File: config.mk
export PLATFORM = sky130hd
export DESIGN_NAME = sal_axi_req_arbiter
export DESIGN_NICKNAME = d
export VERILOG_FILES = /design/src/rtl/sal_ddr2_pkg.sv /design/src/rtl/sal_axi_hold_reg.sv /design/src/rtl/sal_axi_req_arbiter.sv
export SDC_FILE = /design/constraint.sdc
export NUM_CORES = 1
export LEC_CHECK = 0
export BUFFER_PORTS_ARGS = -buffer_cell sky130_fd_sc_hd__buf_2
export CORE_UTILIZATION = 45
export DETAILED_ROUTE_END_ITERATION = 16
export PLACE_DENSITY = 0.69
export RECOVER_POWER = 25
export SYNTH_ARGS = -nofsm -noshare
export SYNTH_HDL_FRONTEND = slang
export SYNTH_SLANG_ARGS = --single-unit
File: constraint.sdc
create_clock -name clk -period 3.3 [get_ports clk]
set_input_delay 0.33 -clock clk [delete_from_list [all_inputs] [get_ports clk]]
set_output_delay 0.33 -clock clk [all_outputs]
set_load 0.005 [all_outputs]
File: src/rtl/sal_ddr2_pkg.sv
// Shared DDR2 front-end types: unified request struct and arbiter FSM states.
// Width defaults come from AXI_ADDR_WIDTH / AXI_ID_WIDTH when not set by the build.
`ifndef AXI_ADDR_WIDTH
  `define AXI_ADDR_WIDTH 32
`endif
`ifndef AXI_ID_WIDTH
  `define AXI_ID_WIDTH 4
`endif

package sal_ddr2_pkg;

  localparam int AXI_ADDR_W = `AXI_ADDR_WIDTH;
  localparam int AXI_ID_W   = `AXI_ID_WIDTH;
  localparam int AXI_LEN_W  = 4;

  typedef struct packed {
    logic                  write;
    logic [AXI_ID_W-1:0]   id;
    logic [AXI_ADDR_W-1:0] addr;
    logic [AXI_LEN_W-1:0]  len;
    logic [2:0]            size;
    logic [1:0]            burst;
  } req_t;

  typedef enum logic {
    RD_PRIO = 1'b0,
    WR_PRIO = 1'b1
  } arb_state_t;

  function automatic int max2(input int a, input int b);
    return (a > b) ? a : b;
  endfunction

endpackage

File: src/rtl/sal_axi_hold_reg.sv
// One-entry holding register for an AXI address channel; a grant frees the
// entry and a same-cycle handshake refills it.
module sal_axi_hold_reg #(
  parameter int W = 8
) (
  input  logic         clk,
  input  logic         rst_n,
  input  logic         in_valid,
  output logic         in_ready,
  input  logic [W-1:0] in_data,
  input  logic         grant,
  output logic         out_valid,
  output logic [W-1:0] out_data
);

  assign in_ready = !out_valid || grant;

  always_ff @(posedge clk or negedge rst_n) begin
    if (!rst_n) begin
      out_valid <= 1'b0;
    end else if (in_valid && in_ready) begin
      out_valid <= 1'b1;
    end else if (grant) begin
      out_valid <= 1'b0;
    end
  end

  // Payload only matters while out_valid is set, so it carries no reset.
  always_ff @(posedge clk) begin
    if (in_valid && in_ready) out_data <= in_data;
  end

endmodule

File: src/rtl/sal_axi_req_arbiter.sv
// Merges AXI AW/AR into one tagged request stream with a read-priority,
// bounded-streak arbiter. Optional grant counters under SAL_ARB_STATS_EN.
module sal_axi_req_arbiter
  import sal_ddr2_pkg::*;
#(
  parameter int ADDR_WIDTH    = AXI_ADDR_W,
  parameter int ID_WIDTH      = AXI_ID_W,
  parameter int LEN_WIDTH     = AXI_LEN_W,
  parameter int RD_MAX_STREAK = 4,
  parameter int WR_BATCH      = 2
) (
  input  logic                  clk,
  input  logic                  rst_n,
`ifdef SAL_ARB_STATS_EN
  output logic [31:0]           stat_rd_grants,
  output logic [31:0]           stat_wr_grants,
`endif
  input  logic                  aw_valid,
  output logic                  aw_ready,
  input  logic [ID_WIDTH-1:0]   aw_id,
  input  logic [ADDR_WIDTH-1:0] aw_addr,
  input  logic [LEN_WIDTH-1:0]  aw_len,
  input  logic [2:0]            aw_size,
  input  logic [1:0]            aw_burst,
  input  logic                  ar_valid,
  output logic                  ar_ready,
  input  logic [ID_WIDTH-1:0]   ar_id,
  input  logic [ADDR_WIDTH-1:0] ar_addr,
  input  logic [LEN_WIDTH-1:0]  ar_len,
  input  logic [2:0]            ar_size,
  input  logic [1:0]            ar_burst,
  input  logic                  wbuf_ready,
  output logic                  req_valid,
  input  logic                  req_ready,
  output logic                  req_write,
  output logic [ID_WIDTH-1:0]   req_id,
  output logic [ADDR_WIDTH-1:0] req_addr,
  output logic [LEN_WIDTH-1:0]  req_len,
  output logic [2:0]            req_size,
  output logic [1:0]            req_burst
);

  localparam int PW = ID_WIDTH + ADDR_WIDTH + LEN_WIDTH + 5;
  localparam int SW = $clog2(max2(RD_MAX_STREAK, WR_BATCH) + 1);
  localparam logic [SW-1:0] RD_LIM = SW'(RD_MAX_STREAK);
  localparam logic [SW-1:0] WR_LIM = SW'(WR_BATCH);

  logic          hw_valid, hr_valid;
  logic [PW-1:0] hw_data, hr_data;
  logic          grant_w, grant_r;
  logic          wr_cand, rd_cand, slot_free;
  arb_state_t    state_q, state_d;
  logic [SW-1:0] streak_q, streak_d;
  req_t          slot_q;

  sal_axi_hold_reg #(.W(PW)) u_aw_hold (
    .clk(clk), .rst_n(rst_n), .in_valid(aw_valid), .in_ready(aw_ready),
    .in_data({aw_id, aw_addr, aw_len, aw_size, aw_burst}),
    .grant(grant_w), .out_valid(hw_valid), .out_data(hw_data)
  );

  sal_axi_hold_reg #(.W(PW)) u_ar_hold (
    .clk(clk), .rst_n(rst_n), .in_valid(ar_valid), .in_ready(ar_ready),
    .in_data({ar_id, ar_addr, ar_len, ar_size, ar_burst}),
    .grant(grant_r), .out_valid(hr_valid), .out_data(hr_data)
  );

  assign wr_cand   = hw_valid && wbuf_ready;
  assign rd_cand   = hr_valid;
  assign slot_free = !req_valid || req_ready;

  always_ff @(posedge clk or negedge rst_n) begin
    if (!rst_n) begin
      state_q  <= RD_PRIO;
      streak_q <= '0;
    end else begin
      state_q  <= state_d;
      streak_q <= streak_d;
    end
  end

  // A grant made in the cycle of a state change counts toward the new state's
  // streak, which is what yields the R,R,R,R,W,W cadence under saturation.
  always_comb begin
    grant_w  = 1'b0;
    grant_r  = 1'b0;
    state_d  = state_q;
    streak_d = streak_q;
    case (state_q)
      RD_PRIO: begin
        if (wr_cand && (!rd_cand || streak_q >= RD_LIM)) begin
          grant_w = slot_free;
          if (slot_free && streak_q >= RD_LIM) begin
            state_d  = WR_PRIO;
            streak_d = SW'(1);
          end
        end else if (rd_cand) begin
          grant_r = slot_free;
          if (!wr_cand)       streak_d = '0;
          else if (slot_free) streak_d = streak_q + SW'(1);
        end else begin
          streak_d = '0;
        end
      end
      WR_PRIO: begin
        if (!wr_cand || streak_q >= WR_LIM) begin
          state_d  = RD_PRIO;
          streak_d = '0;
          if (slot_free && rd_cand) begin
            grant_r = 1'b1;
            if (wr_cand) streak_d = SW'(1);
          end else if (slot_free && wr_cand) begin
            grant_w = 1'b1;
          end
        end else if (slot_free) begin
          grant_w  = 1'b1;
          streak_d = streak_q + SW'(1);
        end
      end
      default: state_d = RD_PRIO;
    endcase
  end

  // Output slot: loads on grant, holds until consumed.
  always_ff @(posedge clk or negedge rst_n) begin
    if (!rst_n) begin
      req_valid <= 1'b0;
      slot_q    <= '0;
    end else if (grant_w) begin
      req_valid <= 1'b1;
      slot_q    <= req_t'({1'b1, hw_data});
    end else if (grant_r) begin
      req_valid <= 1'b1;
      slot_q    <= req_t'({1'b0, hr_data});
    end else if (req_ready) begin
      req_valid <= 1'b0;
    end
  end

  assign {req_write, req_id, req_addr, req_len, req_size, req_burst} = slot_q;

`ifdef SAL_ARB_STATS_EN
  always_ff @(posedge clk or negedge rst_n) begin
    if (!rst_n) begin
      stat_rd_grants <= '0;
      stat_wr_grants <= '0;
    end else begin
      if (grant_r && stat_rd_grants != '1) stat_rd_grants <= stat_rd_grants + 32'd1;
      if (grant_w && stat_wr_grants != '1) stat_wr_grants <= stat_wr_grants + 32'd1;
    end
  end
`endif

endmodule
==> impl_results.md <==
- Placer Congestion: 0.804
- Critical Path Sink Type: flip-flop
- Sequential fraction of the synthesis area: 74.7%
- Post_cts resized: 0
- Die width: approximately 110 um
- R2r startpoint: state_q
- Fin util: 60.0%
- Crit start category: flip-flop
- Vias/cell: just over 5
- First-pass DRT Iterations: 11
- CTS Root Cell: clkbuf_16
- Routed len/inst: approximately 16 um
- Most used cells in the layout excluding fill and tap cells: buf_2 (141), edfxtp_1 (90), a21oi_1 (55)
- Final #Nets: about 640
- Hold_ws: -0.00342 ns
- Crit path kind: flip-flop to flip-flop
- Pwr per Cell Area: ~700 nW/um^2
- Synth top area cells: edfxtp_1 (50%), dfrtp_1 (25%), a21oi_2 (6.7%), a21oi_1 (5.1%), nor2_1 (3.5%)
- Total Neg Setup Slack: 0 ns
- Die height: about 110 um
- Insertion delay to the later sink of the worst-skew pair: 0.41 ns
- Cts bufs inserted: 17
- Core Rows: 39
- Clock skew: 0.00969 ns
- # Max-Cap Violations: 0
- Tot GR Track Use: approximately a fifth
- Cts-stage hold buffer count: 0
- RSZ-0062 raised after global routing: false
- Area Overhead vs Synth: 28.8%
- Placeable core area: 11600 um^2
- CP required: around 3.4 ns
- Failing checks: DRC, hold timing
- First-pass GRT wire length: approximately 18000 um
- FF+latch count, synth: ~140
- I/O Buffers: between 100 and 150
- Largest net degree at the start of global routing: between 40 and 50
- Vias after detailed routing: 3510
- Top cell type's share of synthesized area: about half
- H-tree levels: 4
- CP Launch Point: state_q
- Remaining DRCs: 4
- Most common cell after layout, fill and taps aside: buf_2
- Clock transition at path regs: 0.06 ns
- Arr. time, crit path: around 2.6 ns
- Total length of routed wires: 11200 um
- CP max FO: 29
- Final setup violation count: 0
- LEAKAGE: ~2.9 nW
- Worst Hold Class: primary input to asynchronous set/reset pin
- Ant. Diodes: 0
- Post-CTS Repair Setup Buffers: 0
- Post-layout min period: 2.47 ns
- Vias in the first global route: around 3.6k
- Detail Route Antenna Nets: 0
- Yosys warns: 0
- HPWL Detailed: 7350 um
- Status: finished with violations
- CTS sink count: around 140
- Max VDD drop: roughly 0.00043 V
- Dpl cells: between 600 and 700
- Final worst-path cycle share: between 70% and 80%
- Initial core utilization: about 47%
- CTS tree: built
- Cells after Synth: slightly below 400
- DIE AREA: ~12000 um^2
- Grt total ovfl: 0
- Mean Syn Cell Area: 13.9 um^2
- Bufs on Longest Clock Path: 2
- Hold Violations, Final: 2
- Initial antenna violation count: 0
- Slew HR: about half
- Synth cell types: 27
- Biggest area consumer among synthesized cells: edfxtp_1
- Syn Nets: 487
- Share of layout cells above drive strength 1: around 41%
- Synth Cell Area: between 5000 and 6000 um^2
- # IOs: 145
- Slew Limit Fails: 0
- Worst-Margin Slew: just under 0.8 ns
- Max Clock Freq: 404 MHz
- Fin cells: 696
- Starting DRC count in detailed routing: 153
-- metal layers --
metal	vias to the layer above	wire length [um]	part of all wire [%]	track usage (%)
met3	11	553	4.9	5.50
met5	-	0	0	0
met4	0	141	1.3	6.04
met2	110	5930	53	33.4
met1	1700	4580	41	23.3
li1	1689	-	-	-
-- area by class of cell --
| class | count | area (um^2) |
|---|---|---|
| multi-input cells | 223 | 1260 |
| flip-flops and latches | 143 | 4030 |
| inverters | 2 | 7.51 |
| clock inverters | 12 | 206 |
| fillers | 911 | 4620 |
| clock buffers | 20 | 457 |
| repair buffers | 153 | 810 |
| well taps | 143 | 179 |
-- synthesized netlist by cell type --
cell	n
a21oi_2	41
and2_1	4
o32ai_1	1
nor3_1	1
o32a_1	1
nor2_1	50
o21ai_1	1
inv_1	2
or2b_1	1
a21o_1	1
o22a_1	1
o311a_1	1
mux2i_1	1
dfrtp_1	53
nor2b_1	1
nand2b_1	5
buf_2	9
a311o_1	1
a21oi_1	55
edfxtp_1	90
ha_1	2
o21ai_0	4
a311oi_4	1
or3b_4	1
nand2_1	49
clkbuf_1	8
buf_6	4
-- cells by family (layout without fill, tap and decap cells) --
| logic type | Yosys count | after routing | synth area share, % |
|---|---|---|---|
| AOI/OAI and AO/OA | 108 | 108 | 13.7 |
| buffers and inverters | 23 | 187 | 2.37 |
| and+or+nand+nor | 112 | 112 | 8.50 |
| muxes | 1 | 1 | 0.186 |
| adders and majority gates | 2 | 2 | 0.464 |
| DFF | 143 | 143 | 74.7 |
-- metrics by stage --
step,power (W),setup slack [ns],area [um^2]
2_1_floorplan,0.00244,0.250,5390
3_3_place_gp,0.00268,0.917,6280
3_5_place_dp,0.00270,0.826,6280
4_1_cts,0.00480,0.812,6950
5_1_grt,0.00495,0.707,6940
6_report,0.00476,0.828,6940
-- state kept, by name, indices dropped and copies added (netlist names), 2 cells and up --
register / count
u_ar_hold.out_data: 45
u_aw_hold.out_data: 45
req_addr: 32
req_id: 4
req_len: 4
req_size: 3
streak_q: 3
req_burst: 2
-- power breakdown --
group	internal [W]	switching (W)	total [W]
combinational	0.000218	0.000285	0.000502
clock	0.00139	0.000715	0.00210
sequential	0.00208	0.0000715	0.00215
total	0.00369	0.00107	0.00476
-- worst max-delay path: stages, from the launching register on --
cell and delay (ns):
dfrtp_1 0.46, or3b_4 0.45, a311o_2 0.41, nand2_1 0.11
and2_2 0.46, buf_12 0.26
-- path summary, 6_finish.rpt --
path | endpoint | depth (start not counted) | slack [ns]
setup / recovery | u_aw_hold.out_data[12] | 5 | 0.83
hold / removal | req_addr[21] | 1 | -0.003
setup reg to reg | u_aw_hold.out_data[12] | 5 | 0.83
hold reg to reg | req_addr[9] | 2 | 0.51
max in group asynchronous | req_burst[0] | 2 | 2.50
min in group clk | u_ar_hold.out_data[9] | 1 | 0.10
(Power assumes the default switching activity.)
